==> config.mk <==
export PLATFORM = sky130hd
export DESIGN_NAME = dmem_ctrl_flat
export DESIGN_NICKNAME = d
export VERILOG_FILES = /design/src/rtl/dmem_ctrl_if.sv /design/src/rtl/dmem_ctrl.sv /design/src/flat_wrapper.sv
export SDC_FILE = /design/constraint.sdc
export NUM_CORES = 1
export LEC_CHECK = 0
export BUFFER_PORTS_ARGS = -buffer_cell sky130_fd_sc_hd__buf_2
export CAP_MARGIN = 10
export CORE_UTILIZATION = 45
export CTS_CLUSTER_SIZE = 40
export DETAILED_ROUTE_END_ITERATION = 10
export PLACE_DENSITY = 0.75
export SKIP_CTS_REPAIR_TIMING = 1
export SLEW_MARGIN = 5
export SYNTH_ARGS = -nofsm -noshare
export SYNTH_HDL_FRONTEND = slang
export SYNTH_SLANG_ARGS = --single-unit
==> constraint.sdc <==
create_clock -name clk -period 9.7 [get_ports clk]
set_clock_uncertainty 0.05 [all_clocks]
set_input_delay 1.94 -clock clk [delete_from_list [all_inputs] [get_ports clk]]
set_output_delay 1.94 -clock clk [all_outputs]
set_load 0.05 [all_outputs]
==> src/rtl/dmem_ctrl_if.sv <==
// Handshaked data-memory bus between dmem_ctrl (master) and the memory (slave).
interface dmem_ctrl_if;
    logic        mem_req_o;
    logic        mem_we_o;
    logic [31:0] mem_addr_o;
    logic [3:0]  mem_be_o;
    logic [31:0] mem_wdata_o;
    logic        mem_ack_i;
    logic [31:0] mem_rdata_i;

    modport master (
        output mem_req_o, mem_we_o, mem_addr_o, mem_be_o, mem_wdata_o,
        input  mem_ack_i, mem_rdata_i
    );
    modport slave (
        input  mem_req_o, mem_we_o, mem_addr_o, mem_be_o, mem_wdata_o,
        output mem_ack_i, mem_rdata_i
    );
endinterface

==> src/rtl/dmem_ctrl.sv <==
// Turns single-cycle MEM-stage load/store requests into handshaked bus transactions,
// stalling the pipeline until ack or timeout and returning extended load data.
module dmem_ctrl #(
    parameter int TIMEOUT = 15
) (
    input  logic        clk,
    input  logic        rst,
    input  logic        data_ce_i,
    input  logic        data_we_i,
    input  logic [31:0] data_addr_i,
    input  logic [31:0] data_i,
    input  logic [2:0]  funct3_i,
    output logic        stall_o,
    output logic [31:0] data_o,
    output logic        misalign_o,
    output logic        bus_err_o,
    dmem_ctrl_if.master bus
);
    localparam int CW = (TIMEOUT > 0) ? $clog2(TIMEOUT + 1) : 1;

    typedef enum logic [1:0] {IDLE, BUSY, DONE} state_t;
    state_t r_state, w_next;

    logic          r_req, r_we, r_err;
    logic [31:0]   r_addr, r_wdata, r_data;
    logic [3:0]    r_be;
    logic [1:0]    r_off;
    logic [2:0]    r_f3;
    logic [CW-1:0] r_cnt;

    logic          w_byte, w_half, w_misalign, w_accept, w_tmo;
    logic [3:0]    w_be;
    logic [31:0]   w_wdata, w_ld;
    logic [7:0]    w_rbyte;
    logic [15:0]   w_rhalf;

    // Request decode: anything that is not b/bu/h/hu is treated as a word access
    always_comb begin
        w_byte     = (funct3_i == 3'b000) || (funct3_i == 3'b100);
        w_half     = (funct3_i == 3'b001) || (funct3_i == 3'b101);
        w_misalign = (w_half && data_addr_i[0]) ||
                     (!w_byte && !w_half && (data_addr_i[1:0] != 2'b00));
        if (w_byte) begin
            w_be    = 4'b0001 << data_addr_i[1:0];
            w_wdata = {4{data_i[7:0]}};
        end else if (w_half) begin
            w_be    = data_addr_i[1] ? 4'b1100 : 4'b0011;
            w_wdata = {2{data_i[15:0]}};
        end else begin
            w_be    = 4'b1111;
            w_wdata = data_i;
        end
    end

    always_comb begin
        w_rbyte = bus.mem_rdata_i[{r_off, 3'b000} +: 8];
        w_rhalf = r_off[1] ? bus.mem_rdata_i[31:16] : bus.mem_rdata_i[15:0];
        case (r_f3)
            3'b000:  w_ld = {{24{w_rbyte[7]}}, w_rbyte};
            3'b100:  w_ld = {24'd0, w_rbyte};
            3'b001:  w_ld = {{16{w_rhalf[15]}}, w_rhalf};
            3'b101:  w_ld = {16'd0, w_rhalf};
            default: w_ld = bus.mem_rdata_i;
        endcase
    end

    // Ack on the final allowed cycle wins over the timeout
    assign w_tmo = (TIMEOUT != 0) && (r_cnt == CW'(TIMEOUT - 1)) && !bus.mem_ack_i;

    always_ff @(posedge clk or posedge rst) begin
        if (rst) r_state <= IDLE;
        else     r_state <= w_next;
    end

    always_comb begin
        w_next     = r_state;
        stall_o    = 1'b0;
        misalign_o = 1'b0;
        w_accept   = 1'b0;
        case (r_state)
            IDLE: if (data_ce_i) begin
                if (w_misalign) begin
                    misalign_o = 1'b1;
                end else begin
                    stall_o  = 1'b1;
                    w_accept = 1'b1;
                    w_next   = BUSY;
                end
            end
            BUSY: begin
                stall_o = 1'b1;
                if (bus.mem_ack_i || w_tmo) w_next = DONE;
            end
            DONE:    w_next = IDLE;
            default: w_next = IDLE;
        endcase
    end

    always_ff @(posedge clk or posedge rst) begin
        if (rst) begin
            r_req   <= 1'b0;
            r_we    <= 1'b0;
            r_addr  <= '0;
            r_be    <= '0;
            r_wdata <= '0;
            r_off   <= '0;
            r_f3    <= '0;
            r_cnt   <= '0;
            r_data  <= '0;
            r_err   <= 1'b0;
        end else begin
            if (w_accept) begin
                r_req   <= 1'b1;
                r_we    <= data_we_i;
                r_addr  <= {data_addr_i[31:2], 2'b00};
                r_be    <= w_be;
                r_wdata <= w_wdata;
                r_off   <= data_addr_i[1:0];
                r_f3    <= funct3_i;
                r_cnt   <= '0;
            end
            if (r_state == BUSY) begin
                if (bus.mem_ack_i) begin
                    r_req <= 1'b0;
                    if (!r_we) r_data <= w_ld;
                end else if (w_tmo) begin
                    r_req  <= 1'b0;
                    r_data <= '0;
                    r_err  <= 1'b1;
                end else begin
                    r_cnt <= r_cnt + CW'(1);
                end
            end
            if (r_state == DONE) r_err <= 1'b0;
        end
    end

    assign data_o          = r_data;
    assign bus_err_o       = r_err;
    assign bus.mem_req_o   = r_req;
    assign bus.mem_we_o    = r_we;
    assign bus.mem_addr_o  = r_addr;
    assign bus.mem_be_o    = r_be;
    assign bus.mem_wdata_o = r_wdata;
endmodule

==> src/flat_wrapper.sv <==
// flat-port wrapper written by rule: the top's interface ports become plain ports
module dmem_ctrl_flat 
#(
    parameter int TIMEOUT = 15
)
  (clk, rst, data_ce_i, data_we_i, data_addr_i, data_i, funct3_i, stall_o, data_o, misalign_o, bus_err_o, bus_mem_req_o, bus_mem_we_o, bus_mem_addr_o, bus_mem_be_o, bus_mem_wdata_o, bus_mem_ack_i, bus_mem_rdata_i);
  dmem_ctrl_if bus_i ();
  input  logic clk;
  input  logic rst;
  input  logic data_ce_i;
  input  logic data_we_i;
  input  logic [31:0] data_addr_i;
  input  logic [31:0] data_i;
  input  logic [2:0] funct3_i;
  output logic stall_o;
  output logic [31:0] data_o;
  output logic misalign_o;
  output logic bus_err_o;
  output wire logic [$bits(bus_i.mem_req_o)-1:0] bus_mem_req_o;
  output wire logic [$bits(bus_i.mem_we_o)-1:0] bus_mem_we_o;
  output wire logic [$bits(bus_i.mem_addr_o)-1:0] bus_mem_addr_o;
  output wire logic [$bits(bus_i.mem_be_o)-1:0] bus_mem_be_o;
  output wire logic [$bits(bus_i.mem_wdata_o)-1:0] bus_mem_wdata_o;
  input wire logic [$bits(bus_i.mem_ack_i)-1:0] bus_mem_ack_i;
  input wire logic [$bits(bus_i.mem_rdata_i)-1:0] bus_mem_rdata_i;
  assign bus_mem_req_o = bus_i.mem_req_o;
  assign bus_mem_we_o = bus_i.mem_we_o;
  assign bus_mem_addr_o = bus_i.mem_addr_o;
  assign bus_mem_be_o = bus_i.mem_be_o;
  assign bus_mem_wdata_o = bus_i.mem_wdata_o;
  assign bus_i.mem_ack_i = bus_mem_ack_i;
  assign bus_i.mem_rdata_i = bus_mem_rdata_i;
  dmem_ctrl #(.TIMEOUT(TIMEOUT)) u_core (.clk(clk), .rst(rst), .data_ce_i(data_ce_i), .data_we_i(data_we_i), .data_addr_i(data_addr_i), .data_i(data_i), .funct3_i(funct3_i), .stall_o(stall_o), .data_o(data_o), .misalign_o(misalign_o), .bus_err_o(bus_err_o), .bus(bus_i));
endmodule
# Word level (Yosys, flattened, before mapping)
# Index checks and enable logic that the tools add are counted.
# classes
addsub	1
n_eq_ne	14
shift	2
muxes	33
n_reduce_logical	21
# ops
operator	count
$mux W32	5
$pmux W32 S4	1
$shiftx A32 B6 Y8	1
$mux W4	7
$mux W16	1
$mux W1	14
$eq A3 B3 Y1 const B	4
$reduce_and A3 Y1	3
$reduce_bool A2 Y1	4
$eq A3 B1 Y1 const B	2
$logic_not A3 Y1	2
$mux W2	3
$ne A2 B2 Y1 const B	3
$add A4 B1 Y4 const B	1
$eq A4 B4 Y1 const B	1
$logic_and A1 B1 Y1	4
$logic_or A1 B1 Y1	4
$ne A2 B1 Y1 const B	2
$pmux W2 S2	1
$shl A1 B2 Y4 const A	1
$logic_not A1 Y1	3
$eq A2 B1 Y1 const B	1
$eq A2 B2 Y1 const B	1
$logic_not A2 Y1	1
$pmux W1 S2	1
# totals
regBits	112
input_bits	104
word_cells	82

# Depth between registers and ports, before layout
# depth
ltp_word	13
depth_mapped	8
ltp_nobuf	6

# Worst setup path before layout
# OpenSTA, ideal clock, no wires.
# synth_path
kind	input -> output
startpoint	input data_addr_i[0]
endpoint	output misalign_o
arrival_ns	3.117
path_slack_ns	4.593
stages	2
path_cell_list	a21oi_1 > nor3_1
# synth_via
elab_chain_len	6
word_cells_on_any_way	7
# synth_lines
element	line	source
from (decl)	flat_wrapper.sv:12	input logic [31:0] data_addr_i;
$reduce_bool A2 Y1	dmem_ctrl.sv:42	(!w_byte && !w_half && (data_addr_i[1:0] != 2'b00));
$logic_and A1 B1 Y1	dmem_ctrl.sv:42	
$logic_or A1 B1 Y1 (*)	dmem_ctrl.sv:41	w_misalign = (w_half && data_addr_i[0]) ||
$mux W1 (*)	dmem_ctrl.sv:82	if (w_misalign) begin
$mux W1 (*)	dmem_ctrl.sv:81	IDLE: if (data_ce_i) begin
$mux W1 (*)	dmem_ctrl.sv:80	case (r_state)
to (decl)	flat_wrapper.sv:17	output logic misalign_o;
# Mark *: on every way between the ends. The rest lies on a longest branch, timed or not.

# Worst setup path after layout
# layout_path
startpoint	input funct3_i[1]
endpoint	output stall_o
# layout_via
elab_chain_len	9
word_cells_on_any_way	15
# layout_lines
element	line	source
from (decl)	flat_wrapper.sv:14	input logic [2:0] funct3_i;
$eq A3 B3 Y1, or another cell as far along	dmem_ctrl.sv:39	w_byte = (funct3_i == 3'b000) || (funct3_i == 3'b100);
$logic_or A1 B1 Y1 (on tied branches)	dmem_ctrl.sv:39, dmem_ctrl.sv:40	
$logic_not A1 Y1	dmem_ctrl.sv:42	
$logic_and A1 B1 Y1 (2 in series)	dmem_ctrl.sv:42	
$logic_or A1 B1 Y1 (*)	dmem_ctrl.sv:41	
$mux W1 (*)	dmem_ctrl.sv:82	
$mux W1 (*)	dmem_ctrl.sv:81	
$pmux W1 S2 (*)	dmem_ctrl.sv:80	
to (decl)	flat_wrapper.sv:15	output logic stall_o;
# Marked as above.

==> out/qor.txt <==
Max Slew Vio Count: 0
Critical Path Start Type: input pin
Iter 0 DRT Violations: 392
final WL: 13400 um
initial antenna violation count: 1
Leak: 3.39 nW
mean area per synthesized cell: 11.2 um^2
Num CTS Buffers: 9
Worst-path clk slew: 0.07 ns
R2R setup slack: 7.39 ns
FMAX: 194 MHz
final setup fails: 0
Cell Pwr Density: 398 nW/um^2
CTS Buffer Depth: 2
Hold Violations, Final: 0
final worst-path cycle share: 53.0%
Seq/Total Area, Yosys: 53.5%
Remaining DRCs: 0
minimum clock period: 5.14 ns
worst hold slack: 0.426 ns
CP Class: input pin to output port
Syn. warnings: 0
WL met2: 6590 um
final core occ: 58.3%
outcome: complete, no violations
vias in the first global route: 4126
largest area contributor in the netlist: dfrtp_1
number of synthesized flops with an enable pin: 0
RSZ-0062 raised after global routing: false
largest net degree at the start of global routing: 105
DP Wirelength: 9790 um
Die Ht: 110 um
VDD IR max: 251 uV
top-count cell post-synth: dfrtp_1
max layer used: met4
Final Wtd Congestion: 0.883
all-layer global routing usage: 22.1%
TritonCTS clock tree: done
total number of vias: 4306
hold crit path type: register to register
Synth Cell Area: 5240 um^2
Top Ports: 209
Initial Util: 46.1%
CP Data Required Time: 7.71 ns
Via density: 5.34
Antenna Nets Post-Route: 0
DIE WIDTH: 110 um
PortBufs: 206
CORE AREA: 11400 um^2
CTS sink count: 112
Yosys reg bits: 112
layout cells sized above 1: 44.6%
asr flop ratio synth: 100%
synthesis-to-finish area growth: 26.5%
Synth cell types: 42
CTS HTree Levels: 3
DRT Pass-1 Iters: 4
worst slew pin tran: 1.05 ns
latest clock arrival within the worst-skew pair: 0.35 ns
Post-Place Worst Slack: 4.54 ns
post-synthesis instance total: 469
Area contributors post-synth: dfrtp_1 (53%), mux2_2 (12%), mux2i_1 (4.6%), o21ai_0 (3.6%), a21oi_1 (3.1%)
top cells by count, synth: dfrtp_1 (112), mux2_2 (55), nand2_1 (42)
met3 WL: 1080 um
Final Net Count: 767
final setup TNS: 0 ns
post-synth top area share: 53.5%
Primary FF master, synth: dfrtp_1
global route total overflow: 0
Total Die Area: 12100 um^2
arrival time worst endpoint: 3.15 ns
Core Rows: 39
endpoint type of the worst setup path: output port
clock root buffer: clkbuf_16
global-route wire length before repair: 20300 um
wire per inst: 16.7 um
post-route worst setup slack: 4.56 ns
CP Max Fanout: 30
Max-Cap Viols: 0
wl on met1: 5510 um
relative slew slack: 29.8%
-- layout by cell type (no fill, tap or decap), types with 13 or more instances in the layout --
| master | count |
|---|---|
| buf_2 | 206 |
| dfrtp_1 | 112 |
| mux2_2 | 55 |
| nand2_1 | 42 |
| o21ai_0 | 38 |
| a21oi_1 | 32 |
| mux2i_1 | 24 |
| a22oi_1 | 16 |
| nor2_1 | 15 |
| inv_1 | 13 |
-- logic make-up after synthesis --
group | synth area share, %
other | 0.0716
buffers and inverters | 4.32
AO/OA/AOI/OAI | 15.3
multiplexers | 16.7
adder cells (fa/ha/maj) | 1.19
AND/OR/NAND/NOR | 8.91
flip-flops | 53.5
-- path summary, 6_finish.rpt --
| path | to | cells after the start | start |
|---|---|---|---|
| max | stall_o | 5 | funct3_i[1] |
| min | u_core.bus.mem_wdata_o[30] | 2 | u_core.bus.mem_wdata_o[30] |
| max reg2reg | u_core.bus.mem_addr_o[9] | 5 | u_core.r_state[0] |
| min reg2reg | u_core.bus.mem_wdata_o[30] | 2 | u_core.bus.mem_wdata_o[30] |
| max in group asynchronous | u_core.bus.mem_addr_o[30] | 3 | rst |
| min in group asynchronous | u_core.bus.mem_addr_o[7] | 2 | rst |
-- report_power, final --
part / switching, mW / internal [mW]
Clock: 0.162 / 0.226
Sequential: 0.152 / 0.681
Combinational: 1.04 / 0.383
-- flip-flops by register name, indices dropped and copies added (netlist names) --
signal and cells:
u_core.bus.mem_wdata_o 32, u_core.data_o 32, u_core.bus.mem_addr_o 30, u_core.bus.mem_be_o 4, u_core.r_cnt 4, u_core.r_f3 3
u_core.r_off 2, u_core.r_state 2, u_core.bus.mem_req_o 1, u_core.bus.mem_we_o 1, u_core.bus_err_o 1
-- critical path, stage by stage --
cell and delay (ns):
buf_2 0.48, a21oi_1 0.20, o211ai_4 0.21, nand2b_1 0.09
buf_2 0.22
-- metrics by stage --
step                power, mW  cells  instance area [um^2]
finish                   2.64    806                  6630
global route             2.78    806                  6630
CTS                      2.66    805                  6630
detailed placement       2.27    790                  6320
global placement         2.23    790                  6320
floorplan                1.93    470                  5240
-- per-layer routing --
| metal | vias to the layer above | global-route usage, % |
|---|---|---|
| met5 | - | 0 |
| met4 | 0 | 8.38 |
| met3 | 18 | 5.75 |
| met2 | 177 | 37.1 |
| met1 | 2071 | 27.3 |
| li1 | 2040 | - |
-- layout make-up --
type / instances / area, um^2
fill: 990 / 4740
sequential: 112 / 2800
multi-input combinational: 311 / 2230
timing repair buffer: 209 / 1050
clock buffer: 12 / 236
tap: 143 / 179
clock inverter: 3 / 67.6
inverter: 15 / 58.8
antenna: 1 / 2.50
(Power assumes the default switching activity.)
